`src/rtl/pri_enc_pkg.sv`:
```
// Shared helpers for the priority-encoder slice: index-width calculation and
// the multi-hit test used by the result register.
package pri_enc_pkg;

    // Widest request vector the multi-hit helper accepts.
    localparam int MAX_N = 256;

    // Number of bits needed to hold an index in [0, v-1].
    function automatic int clog2(input int v);
        int r;
        int x;
        r = 0;
        x = v - 1;
        while (x > 0) begin
            r = r + 1;
            x = x >> 1;
        end
        return r;
    endfunction

    // True when two or more bits are set: clearing the lowest set bit
    // leaves something behind only if another bit was set.
    function automatic logic multi_hit(input logic [MAX_N-1:0] v);
        return |(v & (v - MAX_N'(1)));
    endfunction

endpackage

```
`src/rtl/pri_enc_find.sv`:
```
// Combinational rotate-search: finds the first set bit at or above `start`,
// wrapping from N-1 back to 0. Returns index 0 when no bit is set.
module pri_enc_find
    import pri_enc_pkg::*;
#(
    parameter  int N = 8,
    localparam int W = clog2(N)
) (
    input  logic [N-1:0] vec,
    input  logic [W-1:0] start,
    output logic [W-1:0] idx,
    output logic         hit
);

    localparam logic [W:0] NW = (W+1)'(N);

    logic [2*N-1:0] dbl;
    logic [N-1:0]   rot;
    logic [W-1:0]   off;
    logic [W:0]     sum;

    // Rotate so `start` lands on bit 0, take the lowest set bit, then add the
    // start back modulo N (works for non-power-of-two N).
    always_comb begin
        dbl = {vec, vec};
        rot = dbl[{1'b0, start} +: N];
        off = '0;
        hit = 1'b0;
        for (int i = N - 1; i >= 0; i--) begin
            if (rot[i]) begin
                off = W'(i);
                hit = 1'b1;
            end
        end
        sum = {1'b0, start} + {1'b0, off};
        if (sum >= NW) begin
            sum = sum - NW;
        end
        idx = hit ? sum[W-1:0] : '0;
    end

endmodule

```
`src/rtl/pri_encoder_rr.sv`:
```
// Registered N-to-log2(N) priority encoder with valid/ready on both sides.
// Define PRI_ENC_RR_EN to compile in round-robin search (ptr register);
// otherwise the search always starts at bit 0 (lowest index wins).
module pri_encoder_rr
    import pri_enc_pkg::*;
#(
    parameter  int N = 8,          // 2 <= N <= MAX_N
    localparam int W = clog2(N)
) (
    input  logic         clk,
    input  logic         rst_n,
    input  logic [N-1:0] in_req,
    input  logic         in_valid,
    output logic         in_ready,
    output logic [W-1:0] out_idx,
    output logic         out_any,
    output logic         out_multi,
    output logic         out_valid,
    input  logic         out_ready
);

    logic [W-1:0] start_p0;
    logic [W-1:0] win_p0;
    logic         hit_p0;
    logic         multi_p0;
    logic         cap_p0;

    logic [W-1:0] idx_p1;
    logic         any_p1;
    logic         multi_p1;
    logic         vld_p1;

    // ---- stage p0: combinational search on the incoming vector ----
    // Ready while reset is held so upstream never sees a stall across reset.
    assign in_ready = !rst_n || !vld_p1 || out_ready;
    assign cap_p0   = rst_n && in_valid && in_ready;
    assign multi_p0 = multi_hit(MAX_N'(in_req));

    pri_enc_find #(.N(N)) u_find (
        .vec   (in_req),
        .start (start_p0),
        .idx   (win_p0),
        .hit   (hit_p0)
    );

`ifdef PRI_ENC_RR_EN
    localparam logic [W-1:0] LAST = W'(N - 1);

    logic [W-1:0] ptr;

    // Move the search start just past the last winner; empty captures and stalls keep it.
    always_ff @(posedge clk) begin
        if (!rst_n) begin
            ptr <= '0;
        end else if (cap_p0 && hit_p0) begin
            ptr <= (win_p0 == LAST) ? '0 : win_p0 + 1'b1;
        end
    end

    assign start_p0 = ptr;
`else
    assign start_p0 = '0;
`endif

    // ---- stage p1: result register ----
    // Load on capture (also covers drain-and-refill); drop valid on a bare drain.
    always_ff @(posedge clk) begin
        if (!rst_n) begin
            vld_p1   <= 1'b0;
            idx_p1   <= '0;
            any_p1   <= 1'b0;
            multi_p1 <= 1'b0;
        end else if (cap_p0) begin
            vld_p1   <= 1'b1;
            idx_p1   <= win_p0;
            any_p1   <= hit_p0;
            multi_p1 <= multi_p0;
        end else if (out_ready) begin
            vld_p1   <= 1'b0;
        end
    end

    assign out_valid = vld_p1;
    assign out_idx   = idx_p1;
    assign out_any   = any_p1;
    assign out_multi = multi_p1;

endmodule

```
`config.mk`:
```
export PLATFORM = sky130hd
export DESIGN_NAME = pri_encoder_rr
export DESIGN_NICKNAME = d
export VERILOG_FILES = /design/src/rtl/pri_enc_pkg.sv /design/src/rtl/pri_enc_find.sv /design/src/rtl/pri_encoder_rr.sv
export SDC_FILE = /design/constraint.sdc
export NUM_CORES = 1
export LEC_CHECK = 0
export ABC_CLOCK_PERIOD_IN_PS = 2600
export CORE_AREA = 2 2 39 41
export CTS_BUF_LIST = sky130_fd_sc_hd__clkbuf_8
export CTS_CLUSTER_SIZE = 8
export DETAILED_ROUTE_END_ITERATION = 10
export DIE_AREA = 0 0 41 43
export DONT_BUFFER_PORTS = 1
export GPL_TIMING_DRIVEN = 0
export PLACE_DENSITY = 0.49
export SLEW_MARGIN = 30
export SYNTH_ARGS = -nofsm -noshare
export SYNTH_HDL_FRONTEND = slang
export SYNTH_SLANG_ARGS = --single-unit
export TNS_END_PERCENT = 100
```
`constraint.sdc`:
```
create_clock -name clk -period 2.6 [get_ports clk]
set_input_delay 0.13 -clock clk [delete_from_list [all_inputs] [get_ports clk]]
set_output_delay 0.13 -clock clk [all_outputs]
set_load 0.03 [all_outputs]
```
# Yosys cells after proc, flatten, opt, wreduce, memory -nomap -nowiden
# Cells that the tools add are included.
# totals
out_inout_bits,7
in_bits,12
ff_bits,6
# classes
magnitude_cmp,1
addsub,2
mux,20
reduce_logical,8
bitwise_logic,1
# op_table
cell,n
8-bit by 256-bit AND with 256-bit output,1
256-bit OR reduction,1
3-bit 2-to-1 mux,10
1-bit 2-to-1 mux,10
8-bit by 1-bit subtractor with 9-bit output (second input constant),1
3-bit by 4-bit greater-or-equal comparator with 1-bit output (second input constant),1
3-bit by 1-bit subtractor with 3-bit output (second input constant),1
1-bit logical AND,2
1-bit zero test,2
1-bit logical OR,2
2-bit nonzero test,1

# Logic depth before layout (Yosys ltp)
# Gate-level depths: netlist of the first run.
# logic_depth
ltp_word,11
mapped_depth,5
ltp_nobuf,4

# Modules after synthesis
# From an unflattened synthesis of the first run, not the netlist that was laid out.
# hier_totals
cells_unflattened,108
area_unflattened_um2,898.4
# modules_own_cells
module,instances,seq_area_each_um2,cells_each,area_each_um2
pri_enc_find,1,0.0,70,596.8
pri_encoder_rr,1,120.1,38,301.5

# Worst setup path before layout of the first run
# Ideal clock, no wire load.
# synth_path
path_type,reg2reg
from,"reg vld_p1, in the netlist out_valid"
to,"reg idx_p1[2], in the netlist out_idx[2]"
t_required_ns,2.530
setup_ns,0.070
slack_ns,1.240
arrival_ns,1.290
n_path_buf,1
synth_period_minus_slack_ns,1.360
path_stages_with_launch,6
cell_sequence,dfxtp_1 nor2b_1 or2_1 buf_2 a211o_1 a21boi_1
# synth_via
elab_chain_cells,4
# synth_lines
item,line,text
start: declaration,pri_encoder_rr.sv:31,logic vld_p1;
start signal: assignment,pri_encoder_rr.sv:69,vld_p1 <= 1'b0;
start signal: assignment,pri_encoder_rr.sv:74,vld_p1 <= 1'b1;
start signal: assignment,pri_encoder_rr.sv:79,vld_p1 <= 1'b0;
1-bit zero test,pri_encoder_rr.sv:35,assign in_ready = !rst_n || !vld_p1 || out_ready;
1-bit logical OR (2 in series),pri_encoder_rr.sv:35,
1-bit logical AND,pri_encoder_rr.sv:36,assign cap_p0 = rst_n && in_valid && in_ready;
end signal: assignment,pri_encoder_rr.sv:75,idx_p1 <= win_p0;
end: declaration,pri_encoder_rr.sv:28,logic [W-1:0] idx_p1;
# No other way between the ends.
# A chain may end at the register's enable or synchronous reset.

# Final worst setup path of the first run
# Same ends and word-level chain as after synthesis.

==> summary.md, run 1 <==
| Metric | Value |
|---|---|
| Post_cts resized | `0` |
| Worst clock skew | `roughly 0.0036 ns` |
| Final hold vios | `0` |
| GRT met3 Usage | `under 10%` |
| PD cells | `between 600 and 700 nW/µm²` |
| # DRC | `0` |
| Postcts setup bufs | `0` |
| Maxcap violations | `0` |
| Diodes inserted | `0` |
| Worst Setup Start Kind | `register` |
| Final setup viols | `0` |
| CTS H-Tree Depth | `1` |
| Num CTS Buffers | `3` |
| Final TNS setup | `0 ns` |
| Via/cell ratio | `5.06` |
| Total core area | `1380 µm²` |
| Max-slew violations | `0` |
| Slew @ Worst Pin | `approximately 0.32 ns` |
| CTS tree | `done` |
| Clk Latency, worst-skew pair | `about 0.22 ns` |
| Die Y | `43 µm` |
| Inst Count DP | `approximately 60` |
| Final period util | `a little over half` |
| 1st-iter DRT viols | `2` |
| DP HPWL | `between 600 and 700 µm` |
| GR Layer Usage met2 | `15.6%` |
| I/O pin cnt | `19` |
| First-pass GRT wire length | `roughly 1.2 mm` |
| Vias in the first global route | `314` |
| Total number of vias | `around 320` |
| Final Critical Period | `1.43 ns` |
| Clk sinks | `6` |
| Hold Path Stages | `1` |
| WS Path Type | `register to register` |
| Initial antenna violation count | `0` |
| Die ar. | `roughly 1800 µm²` |
| Yosys reg bits | `6` |
| Post-synthesis average cell area | `roughly 7.7 µm²` |
| Critical Path RT | `2.75 ns` |
| Max rail drop VDD | `182 µV` |
| Clk slew on worst S/H paths | `0.04 ns` |
| Hold Crit Class | `input pin to register` |
| YS warnings | `0` |
| Hold-fix buffers, CTS | `0` |
| GR Util All Layers | `approximately a tenth` |
| Aggregate global routing overflow | `0` |
| Most frequent cells in the layout | `nand2_1 (7), nor2_1 (6), dfxtp_1 (6)` |
| Layout area overhead | `17.6%` |
| Flop-to-flop setup slack | `around 1.2 ns` |
| Post-synth cell types | `23` |
| Routing usage on met1 | `11.2%` |
| Outcome | `complete, no violations` |
| CP arrival | `1.58 ns` |
| Rows | `14` |
| F_max | `~0.7 GHz` |
| Area of the mapped netlist | `around 350 µm²` |
| Post-route ant nets | `0` |
| Non-filler cells, final | `64` |
| Commonest non-fill, non-tap cell in the layout | `nand2_1` |
| Share of cells above drive strength 1 | `between 10% and 20%` |
| Fin nets | `62` |
| Port buffer count | `0` |
| Pre-antenna DRT Iters | `2` |
| Longest Clk Path Bufs | `2` |
| Final wirelength | `792 µm` |
| CTS Root Cell | `clkbuf_8` |
| Die Wd | `41 µm` |
| Total leakage power | `0.154 nW` |
| Crit path max fanout | `6` |
| WL/cell | `roughly 12 µm` |
| Placer Congestion | `0.672` |
| Seq/Total Area, Yosys | `roughly 35%` |
| Syn Inst Count | `45` |
| Largest net degree at the start of global routing | `8` |
| Initial core utilization | `between 20% and 30%` |
| Unrepaired setup endpoints after global routing | `no` |
| Global routing's busiest layer | `met2` |
| Post-synth net total | `57` |
| Element type at the critical path end | `register` |
| Max_slew headroom | `around 78%` |
| R2R depth | `5` |
==> worst max-delay path, stage by stage (launching register included) <==
cell      delay [ns]
dfxtp_1         0.39
nor2b_1         0.19
or2_1           0.21
buf_2           0.15
a211o_1         0.27
a21boi_1        0.13
==> where the power goes <==
group	total [W]	switching (W)	leakage, nW	internal [W]
registers	0.000114	0.0000153	0.0494	0.0000987
logic	0.0000241	0.0000126	0.0827	0.0000116
clock network	0.000141	0.0000414	0.0216	0.0000996
total	0.000279	0.0000692	0.154	0.000210
==> state kept, by name (all words and copies together) (netlist names) <==
signal / flops
out_any: 1
out_idx: 3
out_multi: 1
out_valid: 1
==> stage by stage <==
step	setup WS [ns]	utilization, %	hold slack, ns	power, W	area, µm²
5_1_grt	1.12	29.6	0.0356	0.000293	409
3_3_place_gp	1.18	26.6	0.269	0.000140	368
4_1_cts	1.16	29.6	0.0372	0.000285	409
3_5_place_dp	1.18	26.6	0.268	0.000140	368
6_report	1.17	29.6	0.0397	0.000279	409
2_1_floorplan	1.24	-	0.263	0.000136	348
==> worst paths after layout <==
check / end / startpoint
hold reg to reg: out_idx[1]$_SDFFE_PN0P_ / out_idx[1]$_SDFFE_PN0P_
setup reg to reg: out_idx[2]$_SDFFE_PN0P_ / out_valid$_SDFFE_PN0P_
setup / recovery: out_idx[2]$_SDFFE_PN0P_ / out_valid$_SDFFE_PN0P_
hold / removal: out_any$_SDFFE_PN0P_ / rst_n
==> kinds of logic after synthesis <==
| family | synth area share, % |
|---|---|
| AOI/OAI and AO/OA | 26.3 |
| adders and majority gates | 2.88 |
| buffers and inverters | 3.60 |
| DFF | 34.5 |
| and+or+nand+nor | 32.7 |
==> cell usage after synthesis, drive strengths merged <==
master | instances | share of area, %
nand2 | 7 | 7.6
inv | 2 | 2.2
nor3 | 4 | 7.2
o31ai | 1 | 2.2
o311ai | 2 | 5.0
nand3 | 2 | 2.9
or2 | 1 | 1.8
a211o | 1 | 2.5
nor2b | 1 | 1.8
a32o | 1 | 2.9
buf | 1 | 1.4
dfxtp | 6 | 35
maj3 | 1 | 2.9
o211ai | 1 | 2.2
or3 | 1 | 1.8
a21boi | 2 | 4.3
o211a | 1 | 2.9
or4 | 1 | 3.2
nor2 | 6 | 6.5
a21oi | 3 | 4.3
==> cell type report <==
type	instances	area, µm²
Clock buffer	3	41.3
Fill cell	158	975
Buffer	1	5.00
Inverter	2	7.51
Sequential cell	6	120
Tap cell	16	20.0
Multi-Input combinational cell	36	215
==> per-layer routing <==
layer | share of wire (%) | routed length (µm)
met3 | 5.3 | 42
met4 | 0 | 0
met5 | 0 | 0
met2 | 52 | 412
met1 | 43 | 337
Power figures use the tool's default switching activity.
==> inputs of run 2 (changes only) <==
- ABC_CLOCK_PERIOD_IN_PS: 2600 -> 1200
- PLACE_DENSITY: 0.49 -> 0.51
- clock period: 2.6 -> 1.2 ns (I/O delays scaled with it)
==> summary.md, run 2 (synthesis gave the netlist of run 1 again) <==
| Metric | Value |
|---|---|
| Outcome | `complete, no violations` |
| Diodes inserted | `0 (unchanged)` |
| PD cells | `1370 nW/µm² (+100%)` |
| Critical-path top delay cell | `dfxtp_4` |
| Via/cell ratio | `5.12 (+1.2%)` |
| Max rail drop VDD | `616 µV (+240%)` |
| Placer Congestion | `0.714 (+6.2%)` |
| Num CTS Buffers | `3 (unchanged)` |
| Max-slew violations | `0 (unchanged)` |
| Gate power share | `10.3% (+1.7 points)` |
| Rows | `14 (unchanged)` |
| Final hold vios | `0 (unchanged)` |
| Max reg flops | `3 (unchanged)` |
| Slew @ Worst Pin | `0.337 ns (+0.0139 ns)` |
| CTS H-Tree Depth | `1 (unchanged)` |
| Share of cells above drive strength 1 | `20.0% (+7.5 points)` |
| Crit path max fanout | `6 (unchanged)` |
| Final period util | `98.6% (+44 points)` |
| Switching Share | `24.8% (-0.029 points)` |
| Commonest non-fill, non-tap cell in the layout | `nand2_1` |
| Die ar. | `1760 µm² (unchanged)` |
| CTS Root Cell | `clkbuf_8` |
| Total leakage power | `0.169 nW (+9.8%)` |
| Fin nets | `63 (+1.6%)` |
| Vias in the first global route | `350 (+11%)` |
| Post-route ant nets | `0 (unchanged)` |
| Max_slew headroom | `77.2% (-0.94 points)` |
| DP Area | `379 µm² (+3.1%)` |
| Die Y | `43 µm (unchanged)` |
| Final Critical Period | `1.18 ns (-0.247 ns)` |
| Die Wd | `41 µm (unchanged)` |
| Postcts setup bufs | `0 (unchanged)` |
| CP arrival | `1.33 ns (-0.25 ns)` |
| Clk sinks | `6 (unchanged)` |
| Psw | `0.000154 W (+120%)` |
| Final TNS setup | `0 ns (unchanged)` |
| Worst clock skew | `0.00410 ns (+0.000507 ns)` |
| Final wirelength | `835 µm (+5.4%)` |
| WL/cell | `12.7 µm (+2.2%)` |
| # DRC | `0 (unchanged)` |
| Aggregate global routing overflow | `0 (unchanged)` |
| Unrepaired setup endpoints after global routing | `yes` |
| Longest Clk Path Bufs | `2 (unchanged)` |
| Maxcap violations | `0 (unchanged)` |
| Worst Setup Start Kind | `register` |
| Initial antenna violation count | `0 (unchanged)` |
| Largest net degree at the start of global routing | `8 (unchanged)` |
| Post-route cell area | `454 µm² (+11%)` |
| Total core area | `1380 µm² (unchanged)` |
| Clk Latency, worst-skew pair | `0.22 ns (about the same)` |
| Pint | `0.000467 W (+120%)` |
| GR Util All Layers | `12.4% (+1.7 points)` |
| Element type at the critical path end | `register` |
| CTS tree | `done` |
| First-pass GRT wire length | `1.43 mm (+15%)` |
| Critical Path RT | `1.35 ns (-1.40 ns)` |
| Hold slack | `0.00859 ns (-0.0311 ns)` |
| Clk slew on worst S/H paths | `0.04 ns (about the same)` |
| Hold Crit Class | `input pin to register` |
| WS Path Type | `register to register` |
| Layout area overhead | `30.6%` |
| Final Power | `0.000621 W (+120%)` |
| Initial core utilization | `25.1% (unchanged)` |
| Non-filler cells, final | `66 (+3.1%)` |
| Crit-path max cell delay | `0.37 ns (-0.02 ns)` |
| I/O pin cnt | `19 (unchanged)` |
| Inst Count DP | `61 (unchanged)` |
| 1st-iter DRT viols | `6 (+4)` |
| Port buffer count | `0 (unchanged)` |
| Final setup viols | `0 (unchanged)` |
| Cells along the critical path | `nor2b_4 > or2_4 > a211o_1 > a21boi_1` |
| DP HPWL | `634 µm (+2.1%)` |
| Most frequent cells in the layout | `nand2_1 (7), nor2_1 (5), dfxtp_1 (5)` |
| Sequential share of power | `39.8% (-1.0 points)` |
| Clock power frac | `49.8% (-0.7 points)` |
| Total number of vias | `338 (+4.3%)` |
| Pre-antenna DRT Iters | `5 (+3)` |
| F_max | `0.845 GHz (+21%)` |
run 2: cell types whose count changed in the layout (fill, tap and decap cells not counted), sizes merged:
cell | previous run | this run
buf | 1 | 0
dlygate4sd3 | 0 | 2
inv | 2 | 3
run 2: metal layers:
| metal | share of wire (%) | track usage (%) | vias up |
|---|---|---|---|
| met1 | 40 | 14.5 | 150 |
| met3 | 9.2 | 8.38 | 0 |
| met2 | 51 | 16.9 | 12 |
| li1 | - | - | 176 |
| met4 | 0 | 5.33 | 0 |
| met5 | 0 | 0 | - |
run 2: cell type report:
type / count / area, µm²
flip-flops and latches: 6 / 124
well taps: 16 / 20.0
clock buffers: 3 / 41.3
inverters: 2 / 7.51
fillers: 161 / 930
clock inverters: 1 / 3.75
multi-input cells: 36 / 238
repair buffers: 2 / 20.0
run 2: power groups by stage:
stage                     clock, W  combinational (W)  sequential [W]
after detailed placement         0          0.0000543        0.000251
final                     0.000309          0.0000641        0.000247
after floorplan                  0          0.0000474        0.000249
after global routing      0.000333          0.0000726        0.000250
after global placement           0          0.0000543        0.000251
after CTS                 0.000323          0.0000621        0.000248
run 2: timing repair:
item	CTS	global route
cloned	0	0
hold endpoints to repair	4	0
setup endpoints to repair	3	3
gates resized for setup	2	2
hold buffers	2	0
run 2: through the flow:
step	worst slack [ns]	utilization [%]
after floorplan	-0.000185	-
after global placement	-0.0517	27.4
after detailed placement	-0.0591	27.4
after CTS	0.0100	32.1
after global routing	-0.0377	32.8
final	0.0172	32.8
run 2: worst paths after layout:
| kind | startpoint | end | slack, ns | cells past startpoint |
|---|---|---|---|---|
| min | rst_n | out_multi$_SDFFE_PN0P_ | 0.009 | 2 |
| max reg2reg | out_valid$_SDFFE_PN0P_ | out_idx[2]$_SDFFE_PN0P_ | 0.02 | 4 |
| min reg2reg | out_idx[1]$_SDFFE_PN0P_ | out_idx[1]$_SDFFE_PN0P_ | 0.60 | 2 |
| max | out_valid$_SDFFE_PN0P_ | out_idx[2]$_SDFFE_PN0P_ | 0.02 | 4 |
run 2: critical path: cells and delay by family (launching register included):
| family | cells | cell delay, ns |
|---|---|---|
| and+or+nand+nor | 2 | 0.41 |
| DFF | 1 | 0.37 |
| AOI/OAI and AO/OA | 2 | 0.34 |
==> inputs of run 3 (changes only) <==
--- a/config.mk
+++ b/config.mk
@@ -7,4 +7,6 @@
 export LEC_CHECK = 0
 export ABC_CLOCK_PERIOD_IN_PS = 1200
+export CELL_PAD_IN_SITES_DETAIL_PLACEMENT = 0
+export CELL_PAD_IN_SITES_GLOBAL_PLACEMENT = 2
 export CORE_AREA = 2 2 39 41
 export CTS_BUF_LIST = sky130_fd_sc_hd__clkbuf_8
@@ -14,5 +16,5 @@
 export DONT_BUFFER_PORTS = 1
 export GPL_TIMING_DRIVEN = 0
-export PLACE_DENSITY = 0.51
+export PLACE_DENSITY = 0.78
 export SLEW_MARGIN = 30
 export SYNTH_ARGS = -nofsm -noshare
==> constraint.sdc (replaced) <==
create_clock -name clk -period 1.2 [get_ports clk]
set_input_delay 0 -clock clk [delete_from_list [all_inputs] [get_ports clk]]
set_output_delay 0 -clock clk [all_outputs]
set_load 0.03 [all_outputs]
==> summary.md, run 3 (synthesis gave the netlist of run 1 again) <==
| Metric | Value |
|---|---|
| Die Y | `43 µm (unchanged)` |
| Pre-CTS setup slack | `-0.0730 ns (-0.0139 ns)` |
| Reg2reg start | `out_valid$_SDFFE_PN0P_` |
| Worst clock skew | `0.00647 ns (+0.00236 ns)` |
| CP delay by family, top | `simple AND/OR/NAND/NOR gates` |
| Hold slack | `-0.00283 ns (-0.0114 ns)` |
| Final Util | `32.8% (unchanged)` |
| Sequential share of power | `39.6% (-0.2 points)` |
| Metal2 WL | `467 µm (+9.9%)` |
| WL met1 | `362 µm (+8.7%)` |
| PD cells | `1380 nW/µm² (+0.78%)` |
| Aggregate global routing overflow | `0 (unchanged)` |
| Total number of vias | `351 (+3.8%)` |
| Buf/Inv on CP | `0 (unchanged)` |
| Outcome | `finished, violations left` |
| Initial core utilization | `25.1% (unchanged)` |
| Switching Share | `25.2% (+0.37 points)` |
| Clk Latency, worst-skew pair | `0.22 ns (about the same)` |
| Final hold vios | `1 (+1)` |
| Clk slew on worst S/H paths | `0.04 ns (about the same)` |
| Final Critical Period | `1.18 ns (-0.00778 ns)` |
| Commonest non-fill, non-tap cell in the layout | `nand2_1` |
| CTS tree | `done` |
| Fin nets | `64 (+1.6%)` |
| Worst setup margin | `0.0250 ns (+0.00778 ns)` |
| Initial antenna violation count | `0 (unchanged)` |
| Min-delay src | `in_req[4]` |
| Clk sinks | `6 (unchanged)` |
| Diodes inserted | `0 (unchanged)` |
| Pre-antenna DRT Iters | `2 (-3)` |
| I/O pin cnt | `19 (unchanged)` |
| Critical Path RT | `1.36 ns (about the same)` |
| Max reg flops | `3 (unchanged)` |
| Hold Crit Class | `input pin to register` |
| CTS H-Tree Depth | `1 (unchanged)` |
| Max rail drop VDD | `650 µV (+5.6%)` |
| Post-route ant nets | `0 (unchanged)` |
| Die ar. | `1760 µm² (unchanged)` |
| Final TNS setup | `0 ns (unchanged)` |
| Total leakage power | `0.172 nW (+1.6%)` |
| Worst Setup Start Kind | `register` |
| Gate power share | `10.5% (+0.2 points)` |
| Largest net degree at the start of global routing | `8 (unchanged)` |
| Total core area | `1380 µm² (unchanged)` |
| Layout area overhead | `30.6% (unchanged)` |
| Cells along the critical path | `nor2b_4 > or2_4 > a211o_1 > a21boi_1` |
| Pint | `0.000468 W (+0.28%)` |
| DP HPWL | `647 µm (+2.0%)` |
| Num CTS Buffers | `3 (unchanged)` |
| # DRC | `0 (unchanged)` |
| Longest Clk Path Bufs | `2 (unchanged)` |
| Crit path max fanout | `6 (unchanged)` |
| Maxcap violations | `0 (unchanged)` |
| CP arrival | `1.33 ns (about the same)` |
| Die Wd | `41 µm (unchanged)` |
| WL met3 | `38 µm (-51%)` |
| Most frequent cells in the layout | `nand2_1 (7), nor2_1 (5), dfxtp_1 (5)` |
| Share of cells above drive strength 1 | `17.6% (-2.4 points)` |
| Placer Congestion | `0.710 (-0.62%)` |
| Critical-path top delay cell | `dfxtp_4` |
| Final period util | `97.9% (-0.65 points)` |
| Failing checks | `hold timing` |
| 1st-iter DRT viols | `5 (-1)` |
| CP Launch Point | `out_valid$_SDFFE_PN0P_` |
| GR Util All Layers | `11.4% (-0.93 points)` |
| Non-filler cells, final | `67 (+1.5%)` |
| Inst Count DP | `61 (unchanged)` |
| F_max | `0.851 GHz (+0.66%)` |
| Crit-path max cell delay | `0.37 ns (about the same)` |
| Via/cell ratio | `5.24 (+2.3%)` |
| Final setup viols | `0 (unchanged)` |
| Max_slew headroom | `77.2% (about the same)` |
| First-pass GRT wire length | `1.35 mm (-5.8%)` |
| Element type at the critical path end | `register` |
| Unrepaired setup endpoints after global routing | `yes` |
| Final wirelength | `869 µm (+4.1%)` |
| Vias in the first global route | `347 (-0.86%)` |
| Rows | `14 (unchanged)` |
| Clock power frac | `49.9% (about the same)` |
| Max Used Layer | `met3` |
| WL/cell | `13.0 µm (+2.5%)` |
| WS Path Type | `register to register` |
| Slew @ Worst Pin | `0.342 ns (+0.00454 ns)` |
| Psw | `0.000157 W (+2.3%)` |
| Port buffer count | `0 (unchanged)` |
| CTS Root Cell | `clkbuf_8` |
| Max-slew violations | `0 (unchanged)` |
[run 3: changes by cell type in the layout (fill, tap and decap cells not counted), sizes merged]
cell         change
dlygate4sd3      +1
[run 3: cell type report]
class / instances / area [µm²]
fillers: 157 / 930
multi-input cells: 36 / 228
flip-flops and latches: 6 / 124
clock buffers: 3 / 41.3
repair buffers: 3 / 30.0
well taps: 16 / 20.0
inverters: 2 / 7.51
clock inverters: 1 / 3.75
[run 3: worst reg2reg max path, delay by kind of cell, from the launching register on]
kind / cells / cell delay [ns]
and+or+nand+nor: 2 / 0.39
DFF: 1 / 0.37
AOI/OAI and AO/OA: 2 / 0.34
[run 3: what timing repair did]
action                     4_1_cts  5_1_grt
hold endpoints to repair         6        0
setup endpoints to repair        3        2
gates resized for setup          2        0
buffers inserted                 0        0
pin swaps                        0        0
hold buffers                     3        0
[run 3: power groups by stage]
stage / clock network, W / registers (W) / logic (W)
floorplan: 0 / 0.000249 / 0.0000474
global placement: 0 / 0.000251 / 0.0000544
detailed placement: 0 / 0.000251 / 0.0000546
CTS: 0.000318 / 0.000248 / 0.0000660
global route: 0.000337 / 0.000249 / 0.0000737
finish: 0.000312 / 0.000248 / 0.0000658
[run 3: metrics by stage]
step | hold slack, ns | total power, W | area (µm²)
after global routing | 0.00622 | 0.000660 | 454
after floorplan | 0.133 | 0.000296 | 359
after detailed placement | 0.138 | 0.000306 | 379
after CTS | 0.000254 | 0.000632 | 454
final | -0.00283 | 0.000626 | 454
after global placement | 0.138 | 0.000305 | 379
[run 3: worst paths after layout]
check / slack (ns) / cells past startpoint / end
hold / removal: -0.003 / 2 / out_multi$_SDFFE_PN0P_
setup reg to reg: 0.02 / 4 / out_idx[2]$_SDFFE_PN0P_
setup / recovery: 0.02 / 4 / out_idx[2]$_SDFFE_PN0P_
hold reg to reg: 0.60 / 2 / out_idx[2]$_SDFFE_PN0P_
[run 3: routing by layer]
| layer | vias up | global-route usage [%] |
|---|---|---|
| li1 | 179 | - |
| met1 | 164 | 12.5 |
| met2 | 8 | 18.1 |
| met3 | 0 | 4.19 |
| met4 | 0 | 6.00 |
| met5 | - | 0 |
